--- src/rtl/ysyx_24080006_mdu_pkg.sv ---
// Shared types for the EX-stage multiply/divide unit and its ALU adder link.
// The optional MDU_EARLY_OUT_EN macro is consumed by ysyx_24080006_mdu.
package ysyx_24080006_mdu_pkg;

    typedef enum logic [1:0] {
        MDU_MULL = 2'd0,
        MDU_MULH = 2'd1,
        MDU_DIV  = 2'd2,
        MDU_REM  = 2'd3
    } mdu_op_e;

    typedef struct packed {
        logic    mdu_enable;
        mdu_op_e op;
        logic    signed_a;
        logic    signed_b;
    } mdu_set_t;

    typedef enum logic [3:0] {
        ALU_ADD  = 4'd0,
        ALU_SUB  = 4'd1,
        ALU_AND  = 4'd2,
        ALU_OR   = 4'd3,
        ALU_XOR  = 4'd4,
        ALU_SLT  = 4'd5,
        ALU_SLTU = 4'd6,
        ALU_SLL  = 4'd7,
        ALU_SRL  = 4'd8,
        ALU_SRA  = 4'd9
    } alu_op_e;

    typedef struct packed {
        logic [32:0] a;
        logic [32:0] b;
    } mdu2alu_t;

    typedef struct packed {
        logic [33:0] res_34;
        logic [31:0] res_32;
        logic        not_zero;
    } alu2mdu_t;

    typedef enum logic [2:0] {
        IDLE = 3'd0,
        MUL  = 3'd1,
        DABS = 3'd2,
        DIV  = 3'd3,
        DFIX = 3'd4,
        DONE = 3'd5
    } mdu_state_e;

    localparam int MduIter    = 32;
    localparam int MulLatency = 33;
    localparam int DivLatency = 37;

    // RISC-V divide-by-zero and signed-overflow results override the datapath value
    function automatic logic [31:0] mdu_fixup(input logic is_div, input logic dz, input logic ovf,
                                              input logic [31:0] dividend, input logic [31:0] value);
        logic [31:0] r;
        if (dz) begin
            r = is_div ? 32'hFFFF_FFFF : dividend;
        end else if (ovf) begin
            r = is_div ? 32'h8000_0000 : 32'h0000_0000;
        end else begin
            r = value;
        end
        return r;
    endfunction

endpackage

--- src/rtl/ysyx_24080006_mdu.sv ---
// Iterative RV32M multiply/divide unit sharing the ALU's 34-bit adder.
// Define MDU_EARLY_OUT_EN to finish trivial operations one cycle after accept.
module ysyx_24080006_mdu
    import ysyx_24080006_mdu_pkg::*;
(
    input  logic        clock,
    input  logic        reset,
    input  logic        in_valid,
    output logic        in_ready,
    input  mdu_set_t    mdu_set,
    input  logic [31:0] rs1_data,
    input  logic [31:0] rs2_data,
    input  logic        flush,
    output logic        alu_req,
    output alu_op_e     alu_op,
    output mdu2alu_t    mdu2alu,
    input  alu2mdu_t    alu2mdu,
    output logic        out_valid,
    input  logic        out_ready,
    output logic [31:0] result
);

    mdu_state_e  state_r, state_nxt_s;
    logic [4:0]  cnt_r;
    mdu_op_e     op_r;
    logic        sa_r, sb_r;
    logic [31:0] a_r, b_r, lo_r, result_r;
    logic [32:0] hi_r;
    logic        q_neg_r, r_neg_r, dz_r, ovf_r;
    logic        accept_s, last_s, is_mul_s, is_div_s, neg_a_s, neg_b_s, ovf_in_s;
    logic [32:0] a_ext_s;
`ifdef MDU_EARLY_OUT_EN
    logic        early_s;
    logic [31:0] early_res_s;
`endif

    assign accept_s  = in_valid && (state_r == IDLE);
    assign last_s    = (cnt_r == 5'(MduIter - 1));
    assign is_mul_s  = (mdu_set.op == MDU_MULL) || (mdu_set.op == MDU_MULH);
    assign is_div_s  = (op_r == MDU_DIV);
    assign neg_a_s   = sa_r & a_r[31];
    assign neg_b_s   = sb_r & b_r[31];
    assign a_ext_s   = {neg_a_s, a_r};
    assign ovf_in_s  = mdu_set.signed_a && mdu_set.signed_b &&
                       (rs1_data == 32'h8000_0000) && (rs2_data == 32'hFFFF_FFFF);

`ifdef MDU_EARLY_OUT_EN
    assign early_s     = is_mul_s ? ((rs1_data == 32'd0) || (rs2_data == 32'd0))
                                  : ((rs2_data == 32'd0) || ovf_in_s);
    assign early_res_s = is_mul_s ? 32'd0
                                  : mdu_fixup(mdu_set.op == MDU_DIV, rs2_data == 32'd0, ovf_in_s,
                                              rs1_data, 32'd0);
`endif

    assign in_ready  = (state_r == IDLE);
    assign out_valid = (state_r == DONE);
    assign result    = result_r;

    // Next-state selection; flush overrides every transition including the output handshake
    always_comb begin
        state_nxt_s = state_r;
        case (state_r)
            IDLE: begin
                if (accept_s) begin
`ifdef MDU_EARLY_OUT_EN
                    if (early_s) begin
                        state_nxt_s = DONE;
                    end else begin
                        state_nxt_s = is_mul_s ? MUL : DABS;
                    end
`else
                    state_nxt_s = is_mul_s ? MUL : DABS;
`endif
                end else begin
                    state_nxt_s = IDLE;
                end
            end
            MUL:     state_nxt_s = last_s   ? DONE : MUL;
            DABS:    state_nxt_s = cnt_r[0] ? DIV  : DABS;
            DIV:     state_nxt_s = last_s   ? DFIX : DIV;
            DFIX:    state_nxt_s = cnt_r[0] ? DONE : DFIX;
            DONE:    state_nxt_s = out_ready ? IDLE : DONE;
            default: state_nxt_s = IDLE;
        endcase
        if (flush) begin
            state_nxt_s = IDLE;
        end else begin
            state_nxt_s = state_nxt_s;
        end
    end

    // Adder requests: the partial remainder keeps 33 bits, so a modulo-2^33 shift-in is exact
    always_comb begin
        alu_req   = 1'b0;
        alu_op    = ALU_ADD;
        mdu2alu   = '0;
        case (state_r)
            MUL: begin
                alu_req   = 1'b1;
                mdu2alu.a = hi_r;
                mdu2alu.b = lo_r[0] ? a_ext_s : 33'd0;
                alu_op    = (last_s && sb_r) ? ALU_SUB : ALU_ADD;
            end
            DABS: begin
                alu_req   = 1'b1;
                mdu2alu.a = 33'd0;
                if (cnt_r[0]) begin
                    mdu2alu.b = {neg_b_s, b_r};
                    alu_op    = neg_b_s ? ALU_SUB : ALU_ADD;
                end else begin
                    mdu2alu.b = a_ext_s;
                    alu_op    = neg_a_s ? ALU_SUB : ALU_ADD;
                end
            end
            DIV: begin
                alu_req   = 1'b1;
                mdu2alu.a = {hi_r[31:0], lo_r[31]};
                mdu2alu.b = {1'b0, b_r};
                alu_op    = hi_r[32] ? ALU_ADD : ALU_SUB;
            end
            DFIX: begin
                alu_req = 1'b1;
                if (cnt_r[0]) begin
                    mdu2alu.a = 33'd0;
                    mdu2alu.b = {1'b0, is_div_s ? lo_r : hi_r[31:0]};
                    alu_op    = (is_div_s ? q_neg_r : r_neg_r) ? ALU_SUB : ALU_ADD;
                end else begin
                    mdu2alu.a = hi_r;
                    mdu2alu.b = hi_r[32] ? {1'b0, b_r} : 33'd0;
                    alu_op    = ALU_ADD;
                end
            end
            default: begin
                alu_req = 1'b0;
            end
        endcase
    end

    // State, iteration counter and datapath registers
    always_ff @(posedge clock) begin
        if (reset) begin
            state_r  <= IDLE;
            cnt_r    <= 5'd0;
            op_r     <= MDU_MULL;
            sa_r     <= 1'b0;
            sb_r     <= 1'b0;
            a_r      <= 32'd0;
            b_r      <= 32'd0;
            lo_r     <= 32'd0;
            hi_r     <= 33'd0;
            result_r <= 32'd0;
            q_neg_r  <= 1'b0;
            r_neg_r  <= 1'b0;
            dz_r     <= 1'b0;
            ovf_r    <= 1'b0;
        end else begin
            state_r <= state_nxt_s;
            cnt_r   <= (state_nxt_s != state_r) ? 5'd0 : cnt_r + 5'd1;
            case (state_r)
                IDLE: begin
                    if (accept_s) begin
                        op_r  <= mdu_set.op;
                        sa_r  <= mdu_set.signed_a;
                        sb_r  <= mdu_set.signed_b;
                        a_r   <= rs1_data;
                        b_r   <= rs2_data;
                        lo_r  <= rs2_data;
                        hi_r  <= 33'd0;
                        ovf_r <= ovf_in_s;
`ifdef MDU_EARLY_OUT_EN
                        if (early_s) begin
                            result_r <= early_res_s;
                        end
`endif
                    end
                end
                MUL: begin
                    hi_r <= alu2mdu.res_34[33:1];
                    lo_r <= {alu2mdu.res_34[0], lo_r[31:1]};
                    if (last_s) begin
                        result_r <= (op_r == MDU_MULL) ? {alu2mdu.res_34[0], lo_r[31:1]}
                                                       : alu2mdu.res_34[32:1];
                    end
                end
                DABS: begin
                    if (cnt_r[0]) begin
                        b_r     <= alu2mdu.res_32;
                        dz_r    <= ~alu2mdu.not_zero;
                        q_neg_r <= neg_a_s ^ neg_b_s;
                        r_neg_r <= neg_a_s;
                    end else begin
                        lo_r <= alu2mdu.res_32;
                        hi_r <= 33'd0;
                    end
                end
                DIV: begin
                    hi_r <= alu2mdu.res_34[32:0];
                    lo_r <= {lo_r[30:0], ~alu2mdu.res_34[32]};
                end
                DFIX: begin
                    if (cnt_r[0]) begin
                        result_r <= mdu_fixup(is_div_s, dz_r, ovf_r, a_r, alu2mdu.res_32);
                    end else begin
                        hi_r <= alu2mdu.res_34[32:0];
                    end
                end
                default: begin
                    hi_r <= hi_r;
                end
            endcase
        end
    end

endmodule

--- config.mk ---
export PLATFORM = sky130hd
export DESIGN_NAME = ysyx_24080006_mdu
export DESIGN_NICKNAME = d
export VERILOG_FILES = /design/src/rtl/ysyx_24080006_mdu_pkg.sv /design/src/rtl/ysyx_24080006_mdu.sv
export SDC_FILE = /design/constraint.sdc
export NUM_CORES = 1
export LEC_CHECK = 0
export CAP_MARGIN = 20
export CORE_MARGIN = 2
export CORE_UTILIZATION = 49
export DETAILED_ROUTE_END_ITERATION = 8
export HOLD_SLACK_MARGIN = 0.1
export PLACE_DENSITY = 0.79
export SYNTH_ARGS = -nofsm -noshare
export SYNTH_HDL_FRONTEND = slang
export SYNTH_SLANG_ARGS = --single-unit
--- constraint.sdc ---
create_clock -name clock -period 4.7 [get_ports clock]
set_input_delay 0.705 -clock clock [delete_from_list [all_inputs] [get_ports clock]]
set_output_delay 0.705 -clock clock [all_outputs]
set_load 0.005 [all_outputs]
# After elaboration in Yosys (flattened, before gate mapping)
# Cells that the tools add are included.
[word_totals]
output_inout_bits = 105
wordCells = 100
regBits = 177
inputBits = 141
[classes]
n_reduce_logical = 21
add_sub_neg = 1
n_bitwise = 5
muxes = 42
eq_ne = 17
[ops]
columns = ["operator", "n"]
rows = [
  ["32-bit two-way mux", 12],
  ["66-bit one-hot mux with 4 select lines", 1],
  ["33-bit two-way mux", 5],
  ["33-bit one-hot mux with 5 select lines", 1],
  ["32-bit one-hot mux with 2 select lines", 2],
  ["32-bit one-hot mux with 4 select lines", 1],
  ["66-bit two-way mux", 1],
  ["32-bit == test (second input constant)", 2],
  ["3-bit one-hot mux with 6 select lines", 1],
  ["3-bit two-way mux", 4],
  ["1-bit two-way mux", 11],
  ["2-bit != test (second input constant)", 5],
  ["3-bit AND reduction", 3],
  ["3-bit by 2-bit == test with 1-bit output (second input constant)", 2],
  ["3-bit == test (second input constant)", 2],
  ["5-bit by 1-bit adder with 5-bit output (second input constant)", 1],
  ["5-bit == test (second input constant)", 1],
  ["1-bit logical AND", 5],
  ["5-bit nonzero test", 1],
  ["2-bit logical NOT", 2],
  ["2-bit two-way mux", 2],
  ["1-bit one-hot mux with 4 select lines", 1],
  ["2-bit AND reduction", 2],
  ["4-bit AND reduction", 1],
  ["other kinds (14)", 17],
]

# Depth between registers and ports, before layout
[logic_depth]
ltp_word = 8
depth_mapped = 9
mapped_depth_nobuf = 7

# Worst setup path before layout
# Ideal clock, no wire load.
[synth_path]
path_kind = "register -> output"
from = "register cnt_r[0]"
to = "output port mdu2alu[0] in the netlist's numbering"
stages_incl_launch_ff = 6
required_ps = 3995
arrival_ps = 1620
path_slack_ps = 2375
n_path_buf = 2
path_cell_list = "dfxtp_1 > clkbuf_1 > or3b_1 > o31ai_1 > buf_2 > a221o_1"
[synth_lines]
columns = ["item", "line", "text"]
rows = [
  ["start, declared", "ysyx_24080006_mdu.sv:24", "logic [4:0] cnt_r;"],
  ["start signal, assigned", "ysyx_24080006_mdu.sv:158", "cnt_r <= (state_nxt_s != state_r) ? 5'd0 : cnt_r + 5'd1;"],
  ["end, declared", "ysyx_24080006_mdu.sv:16", "output mdu2alu_t mdu2alu,"],
]

==> run metrics <==
outcome=finished clean; largest net degree at the start of global routing=98; Initial Utilization=49.5%; RSZ-0062 raised after global routing=false; Crit Path Max Fanout=33; ys async rst share=0%; diode count=0; CTS H-tree lvls=4; ranking of synthesized cells by area=dfxtp_1 (34%), mux4_2 (7.0%), nand2_1 (6.6%), mux2i_1 (6.2%), a221o_1 (6.1%); core outline area=20800 sq um; Area after DPL=12800 sq um; Port Buf Inserts=241; most frequent cells in the layout=clkdlybuf4s50_1 (240), nand2_1 (182), dfxtp_1 (174), nor2_1 (126), a21oi_1 (107); CTS tree=done; Reg area=3550 sq um; TritonRoute pass-1 iters=6; achievable frequency=0.233 GHz; Worst EP required=3.99 ns; Detailed Route Iter0 Violations=1328; Post-Syn Instances=1245; worst hold path depth=2; HPWL after detailed placement=25.3 mm; global-route met1 utilization=43.6%; crit path capture type=output pin; count of flip-flops with a built-in enable after synthesis=0; final setup violation count=0; Power Density=288 nW/um^2; Vias/cell=6.64; Total GRT Usage=33.5%; Syn-to-layout area delta=30.1%; Most used DFF post-synth=dfxtp_1; post-CTS setup buffers=0; Rel. slew slack=28.2%; gpl congestion=0.905; number of nets with antenna violations after routing=0; Routed WL=37.7 mm; Cell variety after synth=59; total CTS buffers=17; Final #Nets=1548; HP Class=reg2reg; clock buffer depth=2; final period utilization=91.2%; Synth Register Bits=177; # fillers=1756; reg2reg path depth=6; GRT overflow=0; Tmin final=4.29 ns; Fin Clk Skew=0.00959 ns; first-pass GRT wire length=58.3 mm; Seq/Total Area, Yosys=34.4%; Post-Synthesis Cell Area=10300 sq um; root buffer cell=clkbuf_16; vias in the first global route=10600; antenna violations before repair=0; CP delay by family, top=compound AO/OA/AOI/OAI gates; Die Span Y=149 um; most common cell after layout, fill and taps aside=clkdlybuf4s50_1; CP arrival=3.58 ns; share of the synthesized area in the top cell type=34.4%; I/O pin count=246; peak supply drop=0.000276 V; area occupied by multi-input gates=6220 sq um; Yosys Warn Count=0; clk slew on worst S/H paths=0.07 ns; Worst-Skew Late Latency=0.44 ns; Row Count=53; # resized after CTS=0; worst-path cell chain=or3b_1, o31ai_4, buf_4, a221o_1, clkdlybuf4s50_1; routing usage on met2=54.1%; Residual DRC=0; die area=22200 sq um; Critical Path Max Stage Delay=0.88 ns; largest area contributor in the netlist=dfxtp_1; DR WL/cell=22.3 um; WP buf/inv=2; vias post-DR=11200; die width=149 um; Final Max Tran Viols=0; Crit path depth=5; met3 Usage GRT=6.45%; share of cells above drive strength 1=8.05%; setup TNS=0 ns; grt peak-use layer=met2; leakage=4.55 nW; Crit Path Class=reg2out; Tightest Pin Transition=1.08 ns; Design Area, Final=13400 sq um; Sink Count=177; hold buffer count at cts=0; Synth Area per Inst=8.28 sq um; Max-Cap Viols=0; Worst setup SP type=flip-flop; final hold vios=0; Worst path slowest cell=o31ai_4
## worst register-to-register path: stages (launching register included)
cell,delay [ns]
dfxtp_2,0.98
and3b_1,0.78
buf_4,0.39
nand2b_1,0.78
buf_12,0.25
a22oi_1,0.10
a211oi_1,0.26
## cell usage after synthesis (7+ instances only)
| master | number |
|---|---|
| a211oi_1 | 68 |
| nor2_1 | 127 |
| nand2_1 | 182 |
| buf_2 | 41 |
| a22oi_1 | 33 |
| clkbuf_1 | 73 |
| a22o_1 | 33 |
| nor4_1 | 11 |
| a221o_1 | 63 |
| o21ai_0 | 37 |
| mux2i_1 | 64 |
| nor3_1 | 64 |
| mux4_2 | 32 |
| buf_4 | 7 |
| buf_1 | 8 |
| nor3b_1 | 32 |
| dfxtp_1 | 177 |
| a21oi_1 | 108 |
## state kept, by name, summed over array words and instances, names as in the netlist
| register | cells |
|---|---|
| hi_r | 33 |
| a_r | 32 |
| b_r | 32 |
| lo_r | 32 |
| result | 32 |
| cnt_r | 5 |
| state_r | 3 |
| op_r | 2 |
| dz_r | 1 |
| ovf_r | 1 |
| q_neg_r | 1 |
| r_neg_r | 1 |
| sa_r | 1 |
| sb_r | 1 |
## cell type report
class	count	share of cell area (%)
Tap cell	275	2.57
Inverter	6	0.168
Clock inverter	11	0.980
Sequential cell	177	26.5
Multi-Input combinational cell	932	46.4
Timing Repair Buffer	271	20.0
Clock buffer	20	3.41
## stage by stage
| step | power (mW) | hold slack (ns) | worst slack [ns] | cells | util [%] |
|---|---|---|---|---|---|
| floorplan | 2.10 | 0.432 | 2.38 | 1247 | - |
| global placement | 2.39 | 0.439 | 0.978 | 1659 | 61.4 |
| detailed placement | 2.41 | 0.449 | 0.953 | 1659 | 61.4 |
| CTS | 3.83 | 0.458 | 0.485 | 1690 | 64.2 |
| global route | 3.98 | 0.475 | 0.354 | 1692 | 64.4 |
| finish | 3.86 | 0.454 | 0.412 | 1692 | 64.4 |
## kinds of logic after synthesis
logic type / count (synthesis) / share of synthesized area, %
adders and majority gates: 2 / 0.243
DFF: 177 / 34.4
buffers and inverters: 138 / 5.93
xor gates and xnor gates: 3 / 0.255
AOI/OAI and AO/OA: 364 / 24.9
and+or+nand+nor: 462 / 20.8
muxes: 98 / 13.4
other: 1 / 0.0364
## layer usage
layer | part of all wire (%) | routed length [um] | vias to the layer above
met1 | 38 | 14300 | 5296
met4 | 4.4 | 1650 | 0
li1 | - | - | 4934
met2 | 46 | 17500 | 850
met5 | 0 | 0 | -
met3 | 11 | 4220 | 150
## worst paths after layout
kind,endpoint,slack (ns),startpoint
max,mdu2alu[0],0.41,state_r[0]
min reg2reg,result[1],0.45,result[1]
min,result[1],0.45,result[1]
max reg2reg,hi_r[9],1.07,state_r[1]
## report_power, final
group	leakage, nW	internal, mW	switching, mW	total, mW
combinational	2.81	0.320	0.364	0.684
clock	0.279	0.814	0.648	1.46
sequential	1.46	1.60	0.116	1.72
total	4.55	2.73	1.13	3.86
No activity file was read; power rests on OpenSTA's default activity.
